--- config.mk ---
export PLATFORM = sky130hd
export DESIGN_NAME = ir_cmd_controller
export DESIGN_NICKNAME = d
export VERILOG_FILES = /design/src/rtl/ir_cmd_controller.sv
export SDC_FILE = /design/constraint.sdc
export NUM_CORES = 1
export LEC_CHECK = 0
export ABC_AREA = 1
export ABC_CLOCK_PERIOD_IN_PS = 2750
export CORE_UTILIZATION = 30
export CTS_CLUSTER_DIAMETER = 100
export CTS_CLUSTER_SIZE = 20
export DETAILED_ROUTE_END_ITERATION = 10
export HOLD_SLACK_MARGIN = 0.03
export SYNTH_ARGS = -nofsm -noshare
export SYNTH_HDL_FRONTEND = slang
export SYNTH_SLANG_ARGS = --single-unit
--- constraint.sdc ---
create_clock -name CLOCK_50 -period 2.75 [get_ports CLOCK_50]
set_input_delay 0.4125 -clock CLOCK_50 [delete_from_list [all_inputs] [get_ports CLOCK_50]]
set_output_delay 0.4125 -clock CLOCK_50 [all_outputs]
set_load 0.01 [all_outputs]
--- src/rtl/ir_cmd_controller.sv ---
// ir_cmd_controller
// Takes decoded NEC IR frames and repeat codes and produces a validated
// command stream. A two-state FSM (IDLE/HELD) tracks whether a key is held.
// Repeat codes arriving while the key is held become auto-repeat commands
// once an initial skip window has passed. Commands are queued in a small
// show-ahead FIFO with a valid/ready handshake. Sticky overflow and a
// saturating reject counter are kept as status.

module ir_cmd_controller #(
    parameter logic [7:0]  ADDR         = 8'h00,
    parameter bit          ADDR_CHECK   = 1'b1,
    parameter int unsigned FIFO_DEPTH   = 4,
    parameter int unsigned HOLD_TIMEOUT = 6_000_000,
    parameter int unsigned REPEAT_SKIP  = 2
) (
    input  logic        CLOCK_50,
    input  logic        RESET,
    input  logic        frame_valid,
    input  logic [31:0] frame_data,
    input  logic        repeat_valid,
    output logic        cmd_valid,
    input  logic        cmd_ready,
    output logic [7:0]  cmd_data,
    output logic        cmd_repeat,
    output logic        held,
    output logic        overflow,
    output logic [7:0]  err_count,
    input  logic        clr_status
);

    localparam int unsigned AW = (FIFO_DEPTH > 1) ? $clog2(FIFO_DEPTH) : 1;
    localparam int unsigned CW = AW + 1;
    localparam int unsigned TW = $clog2(HOLD_TIMEOUT + 1);
    localparam int unsigned SW = $clog2(REPEAT_SKIP + 2);

    localparam logic [TW-1:0] TIMER_LAST = TW'(HOLD_TIMEOUT - 1);
    localparam logic [SW-1:0] SKIP_LIMIT = SW'(REPEAT_SKIP);
    localparam logic [CW-1:0] FULL_COUNT = CW'(FIFO_DEPTH);

    typedef enum logic [0:0] {
        ST_IDLE = 1'b0,
        ST_HELD = 1'b1
    } state_t;

    // Frame integrity: command byte must match its inverse; address is
    // optionally checked against ADDR and its own inverse.
    function automatic logic frame_ok(input logic [31:0] f);
        logic cmd_good;
        logic addr_good;
        cmd_good  = (f[23:16] == ~f[31:24]);
        addr_good = (f[7:0] == ADDR) && (f[7:0] == ~f[15:8]);
        return cmd_good && (!ADDR_CHECK || addr_good);
    endfunction

    // FSM state
    state_t          state;
    logic [7:0]      last_cmd;
    logic [TW-1:0]   timer;
    logic [SW-1:0]   skip_cnt;

    // FIFO storage
    logic [8:0]      mem [FIFO_DEPTH];
    logic [AW-1:0]   wr_ptr;
    logic [AW-1:0]   rd_ptr;
    logic [CW-1:0]   count;

    // Event decode
    logic            good;
    logic            accept_frame;
    logic            reject_frame;
    logic            repeat_hit;
    logic            repeat_push;
    logic            push_req;
    logic [8:0]      push_entry;

    // FIFO next-state
    logic            full;
    logic            do_pop;
    logic            do_push;
    logic            ovf_set;
    logic [CW-1:0]   nxt_count;
    logic [AW-1:0]   nxt_rd;
    logic [8:0]      nxt_head;

    // Classify this cycle's input event; a frame always shadows a same-cycle repeat.
    always_comb begin
        good         = frame_ok(frame_data);
        accept_frame = frame_valid & good;
        reject_frame = frame_valid & ~good;
        repeat_hit   = ~frame_valid & repeat_valid & (state == ST_HELD);
        repeat_push  = repeat_hit & (skip_cnt >= SKIP_LIMIT);
        push_req     = accept_frame | repeat_push;
        push_entry   = accept_frame ? {1'b0, frame_data[23:16]} : {1'b1, last_cmd};
    end

    // FIFO bookkeeping: pop/push qualification and the head value after this edge.
    always_comb begin
        full    = (count == FULL_COUNT);
        do_pop  = cmd_valid & cmd_ready;
        do_push = push_req & (~full | do_pop);
        ovf_set = push_req & full & ~do_pop;

        case ({do_push, do_pop})
            2'b10:   nxt_count = count + CW'(1);
            2'b01:   nxt_count = count - CW'(1);
            default: nxt_count = count;
        endcase

        if (do_pop) begin
            nxt_rd = rd_ptr + AW'(1);
        end else begin
            nxt_rd = rd_ptr;
        end

        // The new head is the entry being written only when the queue
        // drains down to exactly that slot (empty before, or one entry popped).
        if (do_push && (nxt_rd == wr_ptr)) begin
            nxt_head = push_entry;
        end else begin
            nxt_head = mem[nxt_rd];
        end
    end

    // Key-hold FSM: tracks last command, hold timer and repeat skip window.
    always_ff @(posedge CLOCK_50 or posedge RESET) begin
        if (RESET) begin
            state    <= ST_IDLE;
            last_cmd <= 8'h00;
            timer    <= {TW{1'b0}};
            skip_cnt <= {SW{1'b0}};
            held     <= 1'b0;
        end else begin
            case (state)
                ST_IDLE: begin
                    if (accept_frame) begin
                        last_cmd <= frame_data[23:16];
                        timer    <= {TW{1'b0}};
                        skip_cnt <= {SW{1'b0}};
                        state    <= ST_HELD;
                        held     <= 1'b1;
                    end else begin
                        state    <= ST_IDLE;
                        held     <= 1'b0;
                    end
                end
                ST_HELD: begin
                    if (accept_frame) begin
                        last_cmd <= frame_data[23:16];
                        timer    <= {TW{1'b0}};
                        skip_cnt <= {SW{1'b0}};
                        state    <= ST_HELD;
                        held     <= 1'b1;
                    end else if (reject_frame) begin
                        timer    <= {TW{1'b0}};
                        state    <= ST_IDLE;
                        held     <= 1'b0;
                    end else if (repeat_hit) begin
                        timer    <= {TW{1'b0}};
                        if (skip_cnt < SKIP_LIMIT) begin
                            skip_cnt <= skip_cnt + SW'(1);
                        end else begin
                            skip_cnt <= skip_cnt;
                        end
                        state    <= ST_HELD;
                        held     <= 1'b1;
                    end else if (timer == TIMER_LAST) begin
                        timer    <= {TW{1'b0}};
                        state    <= ST_IDLE;
                        held     <= 1'b0;
                    end else begin
                        timer    <= timer + TW'(1);
                        state    <= ST_HELD;
                        held     <= 1'b1;
                    end
                end
                default: begin
                    timer    <= {TW{1'b0}};
                    skip_cnt <= {SW{1'b0}};
                    state    <= ST_IDLE;
                    held     <= 1'b0;
                end
            endcase
        end
    end

    // Command FIFO with registered show-ahead head outputs.
    always_ff @(posedge CLOCK_50 or posedge RESET) begin
        if (RESET) begin
            for (int unsigned i = 0; i < FIFO_DEPTH; i++) begin
                mem[i] <= 9'h000;
            end
            wr_ptr     <= {AW{1'b0}};
            rd_ptr     <= {AW{1'b0}};
            count      <= {CW{1'b0}};
            cmd_valid  <= 1'b0;
            cmd_data   <= 8'h00;
            cmd_repeat <= 1'b0;
        end else begin
            if (do_push) begin
                mem[wr_ptr] <= push_entry;
                wr_ptr      <= wr_ptr + AW'(1);
            end else begin
                wr_ptr      <= wr_ptr;
            end
            rd_ptr     <= nxt_rd;
            count      <= nxt_count;
            cmd_valid  <= (nxt_count != {CW{1'b0}});
            cmd_repeat <= nxt_head[8];
            cmd_data   <= nxt_head[7:0];
        end
    end

    // Status: sticky overflow and saturating reject counter; clear has priority.
    always_ff @(posedge CLOCK_50 or posedge RESET) begin
        if (RESET) begin
            overflow  <= 1'b0;
            err_count <= 8'h00;
        end else if (clr_status) begin
            overflow  <= 1'b0;
            err_count <= 8'h00;
        end else begin
            if (ovf_set) begin
                overflow <= 1'b1;
            end else begin
                overflow <= overflow;
            end
            if (reject_frame && (err_count != 8'hFF)) begin
                err_count <= err_count + 8'h01;
            end else begin
                err_count <= err_count;
            end
        end
    end

endmodule
* After elaboration in Yosys (flattened, before gate mapping) *
Cells that the tools add are included.

cells by class
  add/subtract/negate cells = 7
  magnitude comparators = 5
  eq/ne operators = 12
  muxes and demuxes = 33
  bitwise gates (word level) = 20
  reductions and logical operators = 10

operator list
  cell                                                                      number
  23-bit two-way mux                                                        5
  23-bit one-hot mux with 2 select lines                                    1
  9-bit two-way mux                                                         5
  36-bit bitwise mux                                                        1
  8-bit two-way mux                                                         3
  23-bit by 1-bit adder with 23-bit output (second input constant)          1
  23-bit == test (second input constant)                                    1
  9-bit binary-select mux with 2-bit select                                 1
  9-bit demux with 2-bit select                                             1
  8-bit == test                                                             2
  8-bit inverter                                                            2
  2-bit two-way mux                                                         6
  1-bit bitwise AND                                                         9
  8-bit by 1-bit adder with 8-bit output (second input constant)            1
  8-bit zero test                                                           1
  8-bit inequality test (second input constant)                             1
  1-bit two-way mux                                                         7
  2-bit by 1-bit adder with 2-bit output (second input constant)            3
  3-bit >= comparator (second input constant)                               2
  3-bit by 1-bit inequality test with 1-bit output (second input constant)  2
  2-bit inverter with 3-bit output                                          2
  3-bit one-hot mux with 2 select lines                                     1
  1-bit logical AND                                                         5
  1-bit inverter                                                            5
  other kinds (17)                                                          19

storage, ports and cells
  register bits after elaboration = 96
  bits of input ports = 38
  logic and storage cells = 103

* Depth between registers and ports, before layout *
Gate-level depths: netlist of run 1.

  depth in word-level cells = 10
  gate-level depth with buffers = 16
  mapped depth without buffers = 15

* Worst setup path after synthesis of run 1 *
Ideal clock, no wire load.

  path kind = input port to flip-flop
  start = input frame_data[2]
  end = register cmd_valid
  arrival time = 2607 ps
  data required time = 2619 ps
  slack = 12 ps
  stages = 13
  path buffers = 1
  cell sequence = nor2_1 nand2_1 nor2_1 nand2_1 nor2_4 nand3_2 buf_6 nand2_4 nand2_1 ha_1 fa_1 mux2_2 or3_1

between the ends
  word-level cells in the longest chain between the ends = 9
  elaborated cells on any way between the ends = 11
  those cells by class = eq/ne (3); mux (1); bitwise (3); reduce/logical (4)

RTL lines
  what                                                                       line  RTL
  start, declared                                                            19    input logic [31:0] frame_data,
  8-bit == test or 8-bit zero test (tied branches)                           51    addr_good = (f[7:0] == ADDR) && (f[7:0] == ~f[15:8]);
  1-bit logical AND (*)                                                      51
  1-bit logical AND (*)                                                      52    return cmd_good && (!ADDR_CHECK || addr_good);
  1-bit bitwise AND (*)                                                      88    accept_frame = frame_valid & good;
  1-bit bitwise OR (*)                                                       92    push_req = accept_frame | repeat_push;
  1-bit bitwise AND (*)                                                      100   do_push = push_req & (~full | do_pop);
  2-bit by 1-bit == test with 1-bit output or 2-bit == test (tied branches)  103   case ({do_push, do_pop})
  3-bit one-hot mux with 2 select lines (*)                                  103
  via nxt_count[1]                                                           81    logic [CW-1:0] nxt_count;
  3-bit nonzero test (*)                                                     207   cmd_valid <= (nxt_count != {CW{1'b0}});
  end signal, assigned                                                       207
  end, declared                                                              21    output logic cmd_valid,

The timed path passes the listed nets; every way through them passes the cells marked *.
A chain may end at the register's enable or synchronous reset.

* Final worst setup path of run 1 *
  start = input frame_valid
  end = register cmd_valid

between the ends
  word-level cells in the longest chain between the ends = 9
  elaborated cells on any way between the ends = 11
  those cells by class = eq/ne (2); mux (1); bitwise (7); reduce/logical (1)

RTL lines
  what                                                                       line  RTL
  start, declared                                                            18    input logic frame_valid,
  1-bit inverter                                                             90    repeat_hit = ~frame_valid & repeat_valid & (state == ST_HELD);
  1-bit bitwise AND (2 in series)                                            90
  1-bit bitwise AND                                                          91    repeat_push = repeat_hit & (skip_cnt >= SKIP_LIMIT);
  1-bit bitwise OR (*)                                                       92
  1-bit bitwise AND (*)                                                      100
  2-bit by 1-bit == test with 1-bit output or 2-bit == test (tied branches)  103
  3-bit one-hot mux with 2 select lines (*)                                  103
  via nxt_count[2]                                                           81
  3-bit nonzero test (*)                                                     207

Marks and branches as above.

==> impl_metrics.tcl, run 1 <==
set metrics [dict create \
    setup.worst_path.start_class "input pin" \
    grt_pass1_wl_um 25000 \
    clk_transition_reported_paths_ns 0.07 \
    powerDensity_mw_per_mm2 554 \
    grtUsageMet1_pct 23.0 \
    setup.worst_path.end_class "flip-flop" \
    finalWorstPathRequiredPeriod_ns 2.52 \
    setup.worst_path.class "in -> reg" \
    initial_utilization_pct 30.5 \
    vias 5383 \
    io-pin-count 58 \
    cts_made_buffers 9 \
    port_buffers 57 \
    final.setup.worst_slack_ns 0.225 \
    chipWidth_um 140 \
    drt_iter0_markers 393 \
    max_root_sink_buffers 2 \
    cts.htree.levels 3 \
    synth.distinct_cells 36 \
    timing.critical_path.required_ns 2.99 \
    clock-sinks 96 \
    place_worst_setup_slack_ns -0.463 \
    synth-seq-cells 96 \
    drt_drc_violations_left 0 \
    report.final.slew_viol_count 0 \
    std_cell_rows 50 \
    hold_violations 0 \
    met2_usage_pct 24.5 \
    dr.pass1.iters 5 \
    worst_ir_drop_vdd_v 0.000305 \
    grt-busiest-layer "met2" \
    clock_skew_ns 0.00896 \
    grt_overflow 0 \
    grtUsageTotal_pct 16.1 \
    fin_crit_sh_pct 91.8 \
    clock-root-buffer "clkbuf_16" \
    syn_to_final_growth_pct 26.4 \
    cts_tree "yes" \
    core_area_mm2 0.0186 \
    ant_nets 0 \
    final_gp_congestion 0.869 \
    grt_antenna_before_repair 0 \
    grt_setup_unrepaired "no" \
    routed_via_density 4.75 \
    grt_pass1_vias 4914 \
    whs_ns 0.476 \
    clk_latency_ns 0.36 \
    finalSetupViolations 0 \
    floorplan.die.height_um 140 \
    ff_latch_area_mm2 0.00240 \
    dp_hpwl_um 10500 \
    final_layout_size_suffix_gt1_share_pct 11.5 \
    wl_um 15200 \
    multiInputGateArea_mm2 0.00288 \
    tightest_slew_ns 0.739 \
    run_status "finished, final reports clean" \
    slew_headroom_pct 50.5 \
    netlist_instances 806 \
    path_class_of_the_lowest_slack_min_delay_path "reg -> reg" \
    syn-mean-instance-area_um2 7.06 \
    synth.yosys.warnings 0 \
    cp_data_arrival_time_ns 2.76 \
    synth_seq_area_share_pct 42.2 \
    mean_routed_wirelength_per_cell_um 13.4 \
    timing.max_cap.violations 0 \
    worst-path-max-fanout 3 \
    num-nets-final 941 \
    grt_use_met3_pct 2.99 \
    grt_max_degree 97 \
    ctsHoldBuffers 0 \
    cellLeakagePower_uw 0.00383 \
    design.die.area_mm2 0.0195 \
    syn-num-nets 853 \
    filler_cell_count 1932 \
    max_clock_freq_mhz 396 \
    total_power_uw 3990 \
    final_core_util_pct 38.6 \
    synthesis.area_mm2 0.00569 \
]
-- cell families (layout without fill, tap and decap cells) --
group / count (synthesis) / count (layout) / synth area share (%)
buffers and inverters: 111 / 204 / 8.57
AO/OA/AOI/OAI: 54 / 54 / 5.12
adder cells (fa/ha/maj): 9 / 9 / 2.11
other: 0 / 1 / 0
multiplexers: 1 / 1 / 0.198
AND/OR/NAND/NOR: 519 / 519 / 39.4
XOR/XNOR: 16 / 16 / 2.46
flip-flops: 96 / 96 / 42.2
-- cell type report --
class,count,area share [%]
antenna,1,0.0348
clock buffer,9,3.13
clock inverter,7,0.817
inverter,86,4.54
multi-input combinational,599,40.0
sequential,96,33.4
tap,234,4.07
timing repair buffer,102,14.0
-- flip-flops by register name, indices dropped and copies added (netlist names), 2 cells and up --
register and cells:
count 3, skip_cnt 2, last_cmd 8, mem 36
wr_ptr 2, cmd_data 8, timer 23, err_count 8
rd_ptr 2
-- per-layer routing --
| layer | vias to the layer above | share of wire (%) |
|---|---|---|
| li1 | 2736 | - |
| met1 | 2499 | 49 |
| met2 | 137 | 44 |
| met3 | 11 | 5.4 |
| met4 | 0 | 1.2 |
| met5 | - | 0 |
-- cells in the final DEF, fill, tap and decap left out, drive strengths merged, types with 11 or more instances in the layout --
cell type / count
nor2: 101
inv: 87
buf: 45
clkdlybuf4s50: 25
nand2: 295
xor2: 11
o21ai: 33
dfrtp: 96
nand3: 79
dlymetal6s2s: 31
nand4: 29
-- power breakdown --
part | switching [uW] | internal, uW | leakage (uW) | total [uW]
clock | 613 | 632 | 0.000139 | 1250
sequential | 54.0 | 1520 | 0.00130 | 1570
combinational | 666 | 501 | 0.00239 | 1170
-- cell usage after synthesis --
master / number / area share (%)
nand2_4: 2 / 0.40
dfrtp_1: 96 / 42
buf_12: 1 / 0.35
mux2_2: 1 / 0.20
or2_1: 1 / 0.11
fa_1: 1 / 0.35
o21ai_0: 27 / 2.4
inv_1: 77 / 5.1
buf_2: 11 / 0.97
nor2_1: 98 / 6.5
o21ai_1: 6 / 0.53
o22ai_1: 9 / 0.99
nand2_2: 1 / 0.11
nand2_1: 292 / 19
nand4_1: 29 / 3.2
nand3_2: 2 / 0.35
nor2_4: 2 / 0.40
clkbuf_1: 5 / 0.33
buf_4: 5 / 0.66
nor3_1: 9 / 0.79
buf_6: 3 / 0.59
nand3_4: 4 / 1.2
or2_2: 1 / 0.11
nand3_1: 73 / 6.4
xor2_1: 11 / 1.7
ha_1: 8 / 1.8
a21oi_2: 1 / 0.15
inv_2: 6 / 0.40
nor2_2: 1 / 0.11
clkinv_1: 3 / 0.20
a31oi_1: 1 / 0.11
a21oi_1: 8 / 0.70
nor4_1: 3 / 0.33
o21bai_1: 2 / 0.26
xnor2_1: 5 / 0.77
or3_1: 1 / 0.11
-- metrics by stage --
| stage | instances | setup TNS (ns) | cell area (um2) |
|---|---|---|---|
| after floorplan | 806 | 0 | 5700 |
| after global placement | 1115 | -0.672 | 6740 |
| after detailed placement | 1115 | -0.718 | 6740 |
| after CTS | 1131 | 0 | 7040 |
| after global routing | 1133 | 0 | 7200 |
| final | 1134 | 0 | 7200 |
-- worst max-delay path: stages --
cell and delay (ns):
clkdlybuf4s50_1 0.47, nor2_1 0.17, nand2_1 0.09, inv_1 0.08
o21ai_1 0.11, nand2_4 0.10, nand2_4 0.05, ha_4 0.17
fa_2 0.37, a21oi_2 0.13, o21ai_1 0.08, xor2_1 0.17
or3_1 0.36
-- repair_timing --
item,4_1_cts,5_1_grt
setup endpoints to repair,1,1
resized for setup,7,50
pin swaps,1,24
setup buffers,0,2
-- final timing paths --
| kind | slack [ns] | start | depth (start not counted) | end |
|---|---|---|---|---|
| worst max-delay path | 0.23 | frame_valid | 13 | cmd_valid$_DFF_PP0_ |
| worst min-delay path | 0.48 | mem[32]$_DFFE_PP0P_ | 2 | mem[32]$_DFFE_PP0P_ |
| worst max register to register | 0.37 | state$_DFF_PP0_ | 13 | cmd_valid$_DFF_PP0_ |
| worst min register to register | 0.48 | mem[32]$_DFFE_PP0P_ | 2 | mem[32]$_DFFE_PP0P_ |
| max in group asynchronous | 1.80 | RESET | 3 | mem[34]$_DFFE_PP0P_ |
| min in group asynchronous | 0.55 | RESET | 3 | timer[9]$_DFFE_PP0N_ |
Power figures use the tool's default switching activity.
==> run 2: changes to the inputs <==
--- a/config.mk
+++ b/config.mk
@@ -12,6 +12,7 @@
 export CTS_CLUSTER_SIZE = 20
 export DETAILED_ROUTE_END_ITERATION = 10
 export HOLD_SLACK_MARGIN = 0.03
+export RECOVER_POWER = 50
 export SYNTH_ARGS = -nofsm -noshare
 export SYNTH_HDL_FRONTEND = slang
 export SYNTH_SLANG_ARGS = --single-unit
==> run 2 against run 1 <==
Compared with the run above:
- worst setup slack improved by 0.0039 ns
- core utilization shrank 0.10 points
- non-clock buffer count stayed put
- sequential power hardly changed
- critical path depth unchanged
- highest routed layer unchanged
- clock power is essentially flat
- largest power group unchanged
==> impl_metrics.tcl, run 2 (synthesis gave the netlist of run 1 again) <==
set metrics [dict create \
    max_clock_freq_mhz 397 \
    worst_ir_drop_vdd_v 0.000306 \
    filler_cell_count 1936 \
    std_cell_rows 50 \
    hold_violations 0 \
    routed_via_density 4.74 \
    dr.pass1.iters 5 \
    timing.critical_path.cells "clkdlybuf4s50_1 -> nor2_1 -> nand2_1 -> inv_1 -> o21ai_1 -> nand2_4 -> nand2_4 -> ha_4 -> fa_2 -> a21oi_2 -> o21ai_1 -> xor2_1 -> or3_1" \
    grt_overflow 0 \
    dp_hpwl_um 10500 \
    grt_antenna_before_repair 0 \
    report.final.slew_viol_count 0 \
    io-pin-count 58 \
    grt_max_degree 97 \
    layout.cells.most_common "nand2_1" \
    setup.worst_path.start_class "input pin" \
    num-nets-final 941 \
    chipWidth_um 140 \
    final_gp_congestion 0.869 \
    tightest_slew_ns 1.34 \
    vias 5377 \
    final_cell_mix "284 x nand2_1, 96 x dfrtp_1, 93 x nor2_1, 75 x inv_1, 72 x nand3_1" \
    mean_routed_wirelength_per_cell_um 13.3 \
    fin_crit_sh_pct 91.7 \
    timing.max_cap.violations 0 \
    cp_data_arrival_time_ns 2.76 \
    largest_register_ffs 36 \
    clock-root-buffer "clkbuf_16" \
    path_class_of_the_lowest_slack_min_delay_path "reg -> reg" \
    regMostFlops "mem" \
    port_buffers 57 \
    final.setup.worst_slack_ns 0.229 \
    setup.worst_path.end_class "flip-flop" \
    ant_nets 0 \
    cp.buffers_inverters 2 \
    core_area_mm2 0.0186 \
    syn_to_final_growth_pct 26.1 \
    wl_um 15100 \
    run_status "finished, final reports clean" \
    finalWorstPathRequiredPeriod_ns 2.52 \
    setup.worst_path.class "in -> reg" \
    worst-path-max-fanout 3 \
    final_layout_size_suffix_gt1_share_pct 11.1 \
    initial_utilization_pct 30.5 \
    slowest_delay_ns 0.47 \
    clock-sinks 96 \
    setup_total_neg_slack_ns 0 \
    finalSetupViolations 0 \
    cts_tree "yes" \
    cts.htree.levels 3 \
    drt_drc_violations_left 0 \
    max_root_sink_buffers 2 \
    place_worst_setup_slack_ns -0.463 \
    timing.critical_path.required_ns 2.99 \
    top_regs "mem x36, timer x23" \
    clk_latency_ns 0.36 \
    critPathTopFamily "simple AND/OR/NAND/NOR gates" \
    drt_iter0_markers 390 \
    powerDensity_mw_per_mm2 553 \
    grt_pass1_wl_um 25000 \
    grt_pass1_vias 4914 \
    slew_headroom_pct 11.0 \
    floorplan.die.height_um 140 \
    clk_transition_reported_paths_ns 0.07 \
    cts_made_buffers 9 \
    fin_area_mm2 0.00718 \
    clock_skew_ns 0.00871 \
    grt_setup_unrepaired "no" \
    slowest_stage "clkdlybuf4s50_1" \
    grtUsageTotal_pct 16.1 \
    whs_ns 0.476 \
    cellLeakagePower_uw 0.00383 \
    design.die.area_mm2 0.0195 \
    postPlaceCellArea_mm2 0.00674 \
    total_power_uw 3970 \
]
## run 2: path summary, 6_finish.rpt
check	startpoint	endpoint	slack, ns	depth (start not counted)
min	mem[32]$_DFFE_PP0P_	mem[32]$_DFFE_PP0P_	0.48	2
min in group asynchronous	RESET	timer[9]$_DFFE_PP0N_	1.01	3
max	frame_valid	cmd_valid$_DFF_PP0_	0.23	13
max reg2reg	state$_DFF_PP0_	cmd_valid$_DFF_PP0_	0.37	13
min reg2reg	mem[32]$_DFFE_PP0P_	mem[32]$_DFFE_PP0P_	0.48	2
max in group asynchronous	RESET	wr_ptr[0]$_DFFE_PP0P_	0.90	3
## run 2: routing by layer
layer	GRT usage [%]	wire length [um]	up-vias
met4	4.57	180	0
met1	23.0	7500	2505
met2	24.5	6660	128
li1	-	-	2733
met5	0	0	-
met3	2.99	789	11
## run 2: timing repair
item	CTS	global route
cloned	0	0
pin swaps	1	24
hold endpoints to repair	0	0
hold buffers	0	0
buffers inserted	0	2
resized for setup	7	50
setup endpoints to repair	1	1
## run 2: power breakdown
group | switching, uW | leakage [uW] | internal, uW | total, uW
clock network | 615 | 0.000139 | 632 | 1250
logic | 665 | 0.00239 | 482 | 1150
registers | 53.2 | 0.00130 | 1520 | 1570
## run 2: tightest hold or removal path: stages, from the launching register on
cell and delay [ns]:
dfrtp_1 0.34, nand2_1 0.05, nand2_1 0.05
## run 2: layout make-up
class | count | area [um2] | share of cell area (%)
Inverter | 86 | 327 | 4.55
Timing Repair Buffer | 102 | 993 | 13.8
Clock buffer | 9 | 225 | 3.14
Tap cell | 234 | 293 | 4.08
Multi-Input combinational cell | 599 | 2880 | 40.1
Sequential cell | 96 | 2400 | 33.5
Antenna cell | 1 | 2.50 | 0.0349
Clock inverter | 7 | 58.8 | 0.819
## run 2: metrics by stage
step / std cells / util, %
after floorplan: 806 / -
after global placement: 1115 / 36.2
after detailed placement: 1115 / 36.2
after CTS: 1131 / 37.8
after global routing: 1133 / 38.5
final: 1134 / 38.5
==> run 3: changes to the inputs <==
--- a/config.mk
+++ b/config.mk
@@ -13,6 +13,7 @@
 export DETAILED_ROUTE_END_ITERATION = 10
 export HOLD_SLACK_MARGIN = 0.03
 export RECOVER_POWER = 50
+export SLEW_MARGIN = 20
 export SYNTH_ARGS = -nofsm -noshare
 export SYNTH_HDL_FRONTEND = slang
 export SYNTH_SLANG_ARGS = --single-unit
==> results of run 3 <==
Final layout, timing and power as in run 2 (identical DEF).
